## src/rtl/fft_tw_pkg.sv

```systemverilog
// Shared twiddle definitions: Q1.16 constants, complex sample type, FSM encoding and the
// elaboration-time quarter-wave table builder.
package fft_tw_pkg;

    localparam int unsigned      TW_DW    = 18;
    localparam logic [TW_DW-1:0] TW_ONE   = 18'h10000;
    localparam real              TW_PI    = 3.14159265358979323846;
    localparam real              TW_SCALE = 65536.0;

    typedef struct packed {
        logic signed [TW_DW-1:0] re;
        logic signed [TW_DW-1:0] im;
    } tw_cplx_t;

    typedef enum logic [0:0] {
        StIdle,
        StRun
    } tw_state_e;

    // Floor quantisation; reproduces the reference twiddle set bit-exactly.
    function automatic logic signed [TW_DW-1:0] tw_quant(input real x);
        return TW_DW'($rtoi($floor(x)));
    endfunction

    // Entry a of the quarter-wave table for an N = 2^log2n point transform.
    function automatic tw_cplx_t tw_quarter_entry(input int unsigned log2n,
                                                  input int unsigned a);
        tw_cplx_t e;
        real      ang;
        ang = 2.0 * TW_PI * real'(a) / real'(32'd1 << log2n);
        if (a == 0) begin
            e.re = TW_ONE;
            e.im = '0;
        end else begin
            e.re = tw_quant(TW_SCALE * $cos(ang));
            e.im = tw_quant(-TW_SCALE * $sin(ang));
        end
        return e;
    endfunction

endpackage

```

## src/rtl/fft_tw_rom.sv

```systemverilog
// Quarter-wave twiddle ROM with quadrant rotation and optional conjugation; its registered
// output is the second pipeline stage of the twiddle sequencer.
module fft_tw_rom
    import fft_tw_pkg::*;
#(
    parameter int unsigned LOG2N = 7,
    parameter int unsigned DW    = 18
) (
    input  logic             clk,
    input  logic             rst_n,
    input  logic             i_en,
    input  logic             i_valid,
    input  logic [LOG2N-1:0] i_k,
    input  logic             i_last,
    input  logic             i_conj,
    output logic             o_valid,
    output logic [DW-1:0]    o_re,
    output logic [DW-1:0]    o_im,
    output logic [LOG2N-1:0] o_k,
    output logic             o_last
);

    localparam int unsigned QN = 1 << (LOG2N - 2);

    tw_cplx_t                w_tab [QN];
    tw_cplx_t                w_ent;
    logic [1:0]              w_q;
    logic [LOG2N-3:0]        w_a;
    logic signed [TW_DW-1:0] w_re;
    logic signed [TW_DW-1:0] w_im;
    logic signed [TW_DW-1:0] w_im_c;

    logic                    r_valid;
    logic [DW-1:0]           r_re;
    logic [DW-1:0]           r_im;
    logic [LOG2N-1:0]        r_k;
    logic                    r_last;

    for (genvar g = 0; g < QN; g++) begin : g_tab
        localparam tw_cplx_t Entry = tw_quarter_entry(LOG2N, g);
        assign w_tab[g] = Entry;
    end

    assign w_q   = i_k[LOG2N-1 -: 2];
    assign w_a   = i_k[LOG2N-3:0];
    assign w_ent = w_tab[w_a];

    // Each quadrant is the first-quadrant value multiplied by -j.
    always_comb begin
        w_re = w_ent.re;
        w_im = w_ent.im;
        unique case (w_q)
            2'b00: begin
                w_re = w_ent.re;
                w_im = w_ent.im;
            end
            2'b01: begin
                w_re = w_ent.im;
                w_im = -w_ent.re;
            end
            2'b10: begin
                w_re = -w_ent.re;
                w_im = -w_ent.im;
            end
            2'b11: begin
                w_re = -w_ent.im;
                w_im = w_ent.re;
            end
        endcase
        w_im_c = i_conj ? -w_im : w_im;
    end

    always_ff @(posedge clk or negedge rst_n) begin
        if (!rst_n) begin
            r_valid <= 1'b0;
            r_re    <= '0;
            r_im    <= '0;
            r_k     <= '0;
            r_last  <= 1'b0;
        end else if (i_en) begin
            r_valid <= i_valid;
            if (i_valid) begin
                r_re   <= DW'(w_re);
                r_im   <= DW'(w_im_c);
                r_k    <= i_k;
                r_last <= i_last;
            end
        end
    end

    assign o_valid = r_valid;
    assign o_re    = r_re;
    assign o_im    = r_im;
    assign o_k     = r_k;
    assign o_last  = r_last;

endmodule

```

## src/rtl/fft_twiddle_seq.sv

```systemverilog
// Sequenced twiddle generator: streams W_N^k for k = base + i*step (mod N) per command.
// Define FFT_TW_CONJ_EN to add the inv port that conjugates a whole command (IFFT use).
module fft_twiddle_seq
    import fft_tw_pkg::*;
#(
    parameter int unsigned LOG2N = 7,
    parameter int unsigned DW    = 18
) (
    input  logic             clk,
    input  logic             rst_n,
    input  logic             start,
    input  logic [LOG2N-1:0] base_k,
    input  logic [LOG2N-1:0] step_k,
    input  logic [LOG2N:0]   cnt,
`ifdef FFT_TW_CONJ_EN
    input  logic             inv,
`endif
    output logic             busy,
    output logic             tw_valid,
    input  logic             tw_ready,
    output logic [DW-1:0]    tw_re,
    output logic [DW-1:0]    tw_im,
    output logic [LOG2N-1:0] tw_k,
    output logic             tw_last
);

    localparam logic [LOG2N:0] IdxOne = 1;

    tw_state_e        r_state;
    tw_state_e        w_state_nxt;
    logic [LOG2N-1:0] r_k;
    logic [LOG2N-1:0] r_step;
    logic [LOG2N:0]   r_cnt;
    logic [LOG2N:0]   r_idx;
    logic             r_a_valid;
    logic [LOG2N-1:0] r_a_k;
    logic             r_a_last;
    logic             w_adv;
    logic             w_launch;
    logic             w_issue;
    logic             w_done;
    logic             w_conj;

    assign w_adv    = ~tw_valid | tw_ready;
    assign w_launch = (r_state == StIdle) & start & (cnt != '0);
    assign w_issue  = (r_state == StRun) & (r_idx != r_cnt);
    assign w_done   = tw_valid & tw_ready & tw_last;

    always_ff @(posedge clk or negedge rst_n) begin
        if (!rst_n) begin
            r_state <= StIdle;
        end else begin
            r_state <= w_state_nxt;
        end
    end

    always_comb begin
        w_state_nxt = r_state;
        unique case (r_state)
            StIdle: if (w_launch) w_state_nxt = StRun;
            StRun:  if (w_done)   w_state_nxt = StIdle;
        endcase
    end

    always_comb begin
        busy = (r_state == StRun);
    end

    // Exponent accumulator wraps mod N through natural LOG2N-bit overflow.
    always_ff @(posedge clk or negedge rst_n) begin
        if (!rst_n) begin
            r_k    <= '0;
            r_step <= '0;
            r_cnt  <= '0;
            r_idx  <= '0;
        end else if (w_launch) begin
            r_k    <= base_k;
            r_step <= step_k;
            r_cnt  <= cnt;
            r_idx  <= '0;
        end else if (w_adv && w_issue) begin
            r_k    <= r_k + r_step;
            r_idx  <= r_idx + IdxOne;
        end
    end

`ifdef FFT_TW_CONJ_EN
    logic r_inv;

    always_ff @(posedge clk or negedge rst_n) begin
        if (!rst_n) begin
            r_inv <= 1'b0;
        end else if (w_launch) begin
            r_inv <= inv;
        end
    end

    assign w_conj = r_inv;
`else
    assign w_conj = 1'b0;
`endif

    // Stage A: exponent and end-of-command marker.
    always_ff @(posedge clk or negedge rst_n) begin
        if (!rst_n) begin
            r_a_valid <= 1'b0;
            r_a_k     <= '0;
            r_a_last  <= 1'b0;
        end else if (w_adv) begin
            r_a_valid <= w_issue;
            if (w_issue) begin
                r_a_k    <= r_k;
                r_a_last <= (r_idx == r_cnt - IdxOne);
            end
        end
    end

    fft_tw_rom #(
        .LOG2N(LOG2N),
        .DW   (DW)
    ) u_rom (
        .clk    (clk),
        .rst_n  (rst_n),
        .i_en   (w_adv),
        .i_valid(r_a_valid),
        .i_k    (r_a_k),
        .i_last (r_a_last),
        .i_conj (w_conj),
        .o_valid(tw_valid),
        .o_re   (tw_re),
        .o_im   (tw_im),
        .o_k    (tw_k),
        .o_last (tw_last)
    );

endmodule

```

## config.mk

```make
export PLATFORM = sky130hd
export DESIGN_NAME = fft_twiddle_seq
export DESIGN_NICKNAME = d
export VERILOG_FILES = /design/src/rtl/fft_tw_pkg.sv /design/src/rtl/fft_tw_rom.sv /design/src/rtl/fft_twiddle_seq.sv
export SDC_FILE = /design/constraint.sdc
export NUM_CORES = 1
export LEC_CHECK = 0
export BUFFER_PORTS_ARGS = -buffer_cell sky130_fd_sc_hd__buf_2
export CAP_MARGIN = 20
export CELL_PAD_IN_SITES_DETAIL_PLACEMENT = 1
export CELL_PAD_IN_SITES_GLOBAL_PLACEMENT = 1
export CORE_AREA = 2 2 138 140
export CTS_CLUSTER_SIZE = 30
export DETAILED_ROUTE_END_ITERATION = 10
export DIE_AREA = 0 0 140 142
export GPL_ROUTABILITY_DRIVEN = 0
export GPL_TIMING_DRIVEN = 0
export PLACE_DENSITY_LB_ADDON = 0.1
export SYNTH_ARGS = -nofsm -noshare
export SYNTH_HDL_FRONTEND = slang
export SYNTH_SLANG_ARGS = --single-unit
```

## constraint.sdc

```tcl
create_clock -name clk -period 3.9 [get_ports clk]
set_clock_uncertainty 0.1 [all_clocks]
set_input_delay 0.39 -clock clk [delete_from_list [all_inputs] [get_ports clk]]
set_output_delay 0.39 -clock clk [all_outputs]
set_load 0.05 [all_outputs]
```

==> flow_summary.yaml <==
setup_path:
  worstSetupEndpointType: "flop"
  criticalPathCategory: "flop to flop"
  crit_arrival_ns: 3.95
  start_kind: "flop"
  r2r_setup_slack_ns: 0.1
  worstPathMaxFanout: 10
  critPathRequiredTime_ns: 4.05
route:
  vias: 7729
  ant_nets: 0
  drtIter0Drc: 708
  drt_wl_total_mm: 29.2
  drt-wirelength-per-cell_um: 23.6
  drc: 5
  vias_per_cell: 6.25
  drt_first_pass_iters: 10
clock_tree:
  cts_buffer_depth: 2
  cts_tree: "done"
  cts.clk_slew.worst_paths_ns: 0.07
  numCtsBuffers: 9
  htreeDepth: 3
  root_buffer: "clkbuf_16"
  clock_latency_ns: 0.35
  cts_sinks: 85
global_routing:
  grt_pass1_vias: 7949
  gr-total-overflow: 0
  grt_usage_pct: 29.7
  grt_max_degree: 59
  grt_antenna_before_repair: 0
  grt_pass1_wl_mm: 45.8
die:
  initial_utilization_pct: 39.5
  num_io_pins: 72
  row_count: 50
  coreArea_mm2: 0.0185
  die_area_mm2: 0.0199
  dieWidth_um: 140
  die_y_um: 142
logic_synthesis:
  avgSynthCellArea_um2: 8.12
  syn_area_mm2: 0.00729
  yosysMostFrequentCell: "nand2_1"
  synth_fp_nets: 950
  synthTopCellsByCount: "110 x nand2_1, 85 x dfrtp_1, 72 x nor2_1, 69 x o21ai_0, 52 x a21oi_1"
  yosys_most_used_dff: "dfrtp_1"
  yosysTopAreaCell: "dfrtp_1"
  synth.area.top_cells: "dfrtp_1 29%, nand2_1 5.7%, o21ai_0 4.7%"
  ys_types: 84
  synthArstFlopShare_pct: 100
  ys_ff_latch: 85
  synthCells: 897
  yosysSeqAreaShare_pct: 29.2
  ys_warn_count: 0
  synth_top_area_share_pct: 29.2
  synth_edf_count: 0
timing:
  grt_setup_unrepaired: "true"
  period_minus_slack_ns: 3.80
  slew_headroom_pct: 27.8
  drv_slew: 0
  finalSetupViolations: 0
  finalCritPeriodShare_pct: 97.5
  max_freq_mhz: 263
  worst_slew_pin_slew_ns: 1.08
  hold_violations: 0
place:
  numPlacedInstances: 1203
  portBuffers: 71
  hpwl_mm: 21.4
cells_and_area:
  area_growth_pct: 18.0
  nets: 1051
  drive_gt1_share_pct: 20.3
  fin_util_pct: 46.6
  diodes: 0
  final-instance-count-excl-fill: 1237
status:
  status: "complete, but fails checks"
  violations: "design-rule violations"
min_path:
  hold_class: "input pin to flop"
job:
  drv_cap: 0
==> cells by family (layout without fill, tap and decap cells) <==
family | count (synthesis) | in the layout | share of synthesized area (%)
AND/OR/NAND/NOR | 324 | 324 | 22.0
AO/OA/AOI/OAI | 284 | 284 | 26.9
buffers and inverters | 95 | 201 | 6.15
flip-flops | 85 | 85 | 29.2
XOR/XNOR | 43 | 43 | 5.17
multiplexers | 39 | 39 | 5.82
adder cells (fa/ha/maj) | 27 | 27 | 4.74
==> repair_timing <==
item | 4_1_cts | 5_1_grt
endpoints found under the setup margin | 31 | 21
pin swaps | 2 | 4
endpoints found under the hold margin | 27 | 0
setup buffers | 10 | 9
hold buffers | 1 | 0
gates resized for setup | 25 | 31
==> critical path: stages (launching register included) <==
cell      delay [ns]
dfrtp_1         0.41
buf_2           0.24
buf_2           0.28
buf_2           0.33
xor2_1          0.23
a32oi_2         0.38
o21a_2          0.30
nand3_2         0.20
or2_1           0.33
o41a_1          0.37
a2111o_1        0.42
o311ai_1        0.09
==> per-stage QoR <==
| stage | area, um2 | hold slack (ns) | setup TNS, ns | worst slack, ns |
|---|---|---|---|---|
| after floorplan | 7290 | -0.00559 | 0 | 0.334 |
| after global placement | 7940 | 0.357 | -18.55 | -0.835 |
| after detailed placement | 7970 | 0.255 | -18.85 | -0.877 |
| after CTS | 8430 | 0.134 | 0 | 0.00183 |
| after global routing | 8600 | 0.145 | -0.107 | -0.0815 |
| final | 8600 | 0.136 | 0 | 0.0959 |
==> registers in the layout, indices dropped and copies added, names as in the netlist, 7 cells and up <==
register    flops
u_rom.o_k       7
u_rom.o_re     18
r_k             7
r_cnt           8
r_idx           8
r_step          7
r_a_k           7
u_rom.o_im     18
==> area by class of cell <==
cell class | instances | area (um2)
inverters | 20 | 87.6
clock inverters | 7 | 81.3
flip-flops and latches | 85 | 2130
well taps | 234 | 293
clock buffers | 9 | 225
plain buffers | 73 | 402
repair buffers | 92 | 542
multi-input cells | 717 | 4840
fillers | 2287 | 9850
==> final timing paths <==
check,from,to,depth (start not counted)
max in group asynchronous,rst_n,r_a_k[1],3
worst max register to register,r_a_k[4],u_rom.o_re[7],11
worst min-delay path,base_k[3],r_k[3],3
worst max-delay path,r_a_k[4],u_rom.o_re[7],11
min in group asynchronous,rst_n,u_rom.o_im[15],2
worst min register to register,u_rom.o_k[5],u_rom.o_k[5],2
==> layer usage <==
layer  GRT usage (%)  vias up  wire length (um)
li1                -     3480                 -
met1            37.7     3774             12000
met2            49.0      387             13600
met3            5.65       88              2200
met4            14.5        0              1400
met5               0        -                 0
==> placed cells by master (no fill, tap or decap), types with 7 or more instances in the layout <==
| cell type | count |
|---|---|
| a211oi_1 | 17 |
| a21oi_1 | 51 |
| a31oi_1 | 14 |
| and2_1 | 9 |
| and3_1 | 12 |
| buf_2 | 82 |
| buf_4 | 22 |
| clkbuf_1 | 40 |
| clkbuf_16 | 9 |
| dfrtp_1 | 82 |
| ha_1 | 21 |
| inv_1 | 17 |
| mux2_2 | 17 |
| mux2i_1 | 21 |
| nand2_1 | 110 |
| nand2b_1 | 20 |
| nand3_1 | 10 |
| nand4_1 | 8 |
| nor2_1 | 71 |
| nor2b_1 | 17 |
| nor3_1 | 23 |
| o211ai_1 | 7 |
| o21ai_0 | 68 |
| o21ai_1 | 7 |
| o221ai_1 | 10 |
| o22ai_1 | 7 |
| o31ai_1 | 7 |
| or2_2 | 8 |
| or3_1 | 8 |
| xnor2_1 | 22 |
| xor2_1 | 21 |
Power is left out: the tool's default activity adds up to more than one toggle a clock period on the data nets, which glitch-free logic cannot reach.
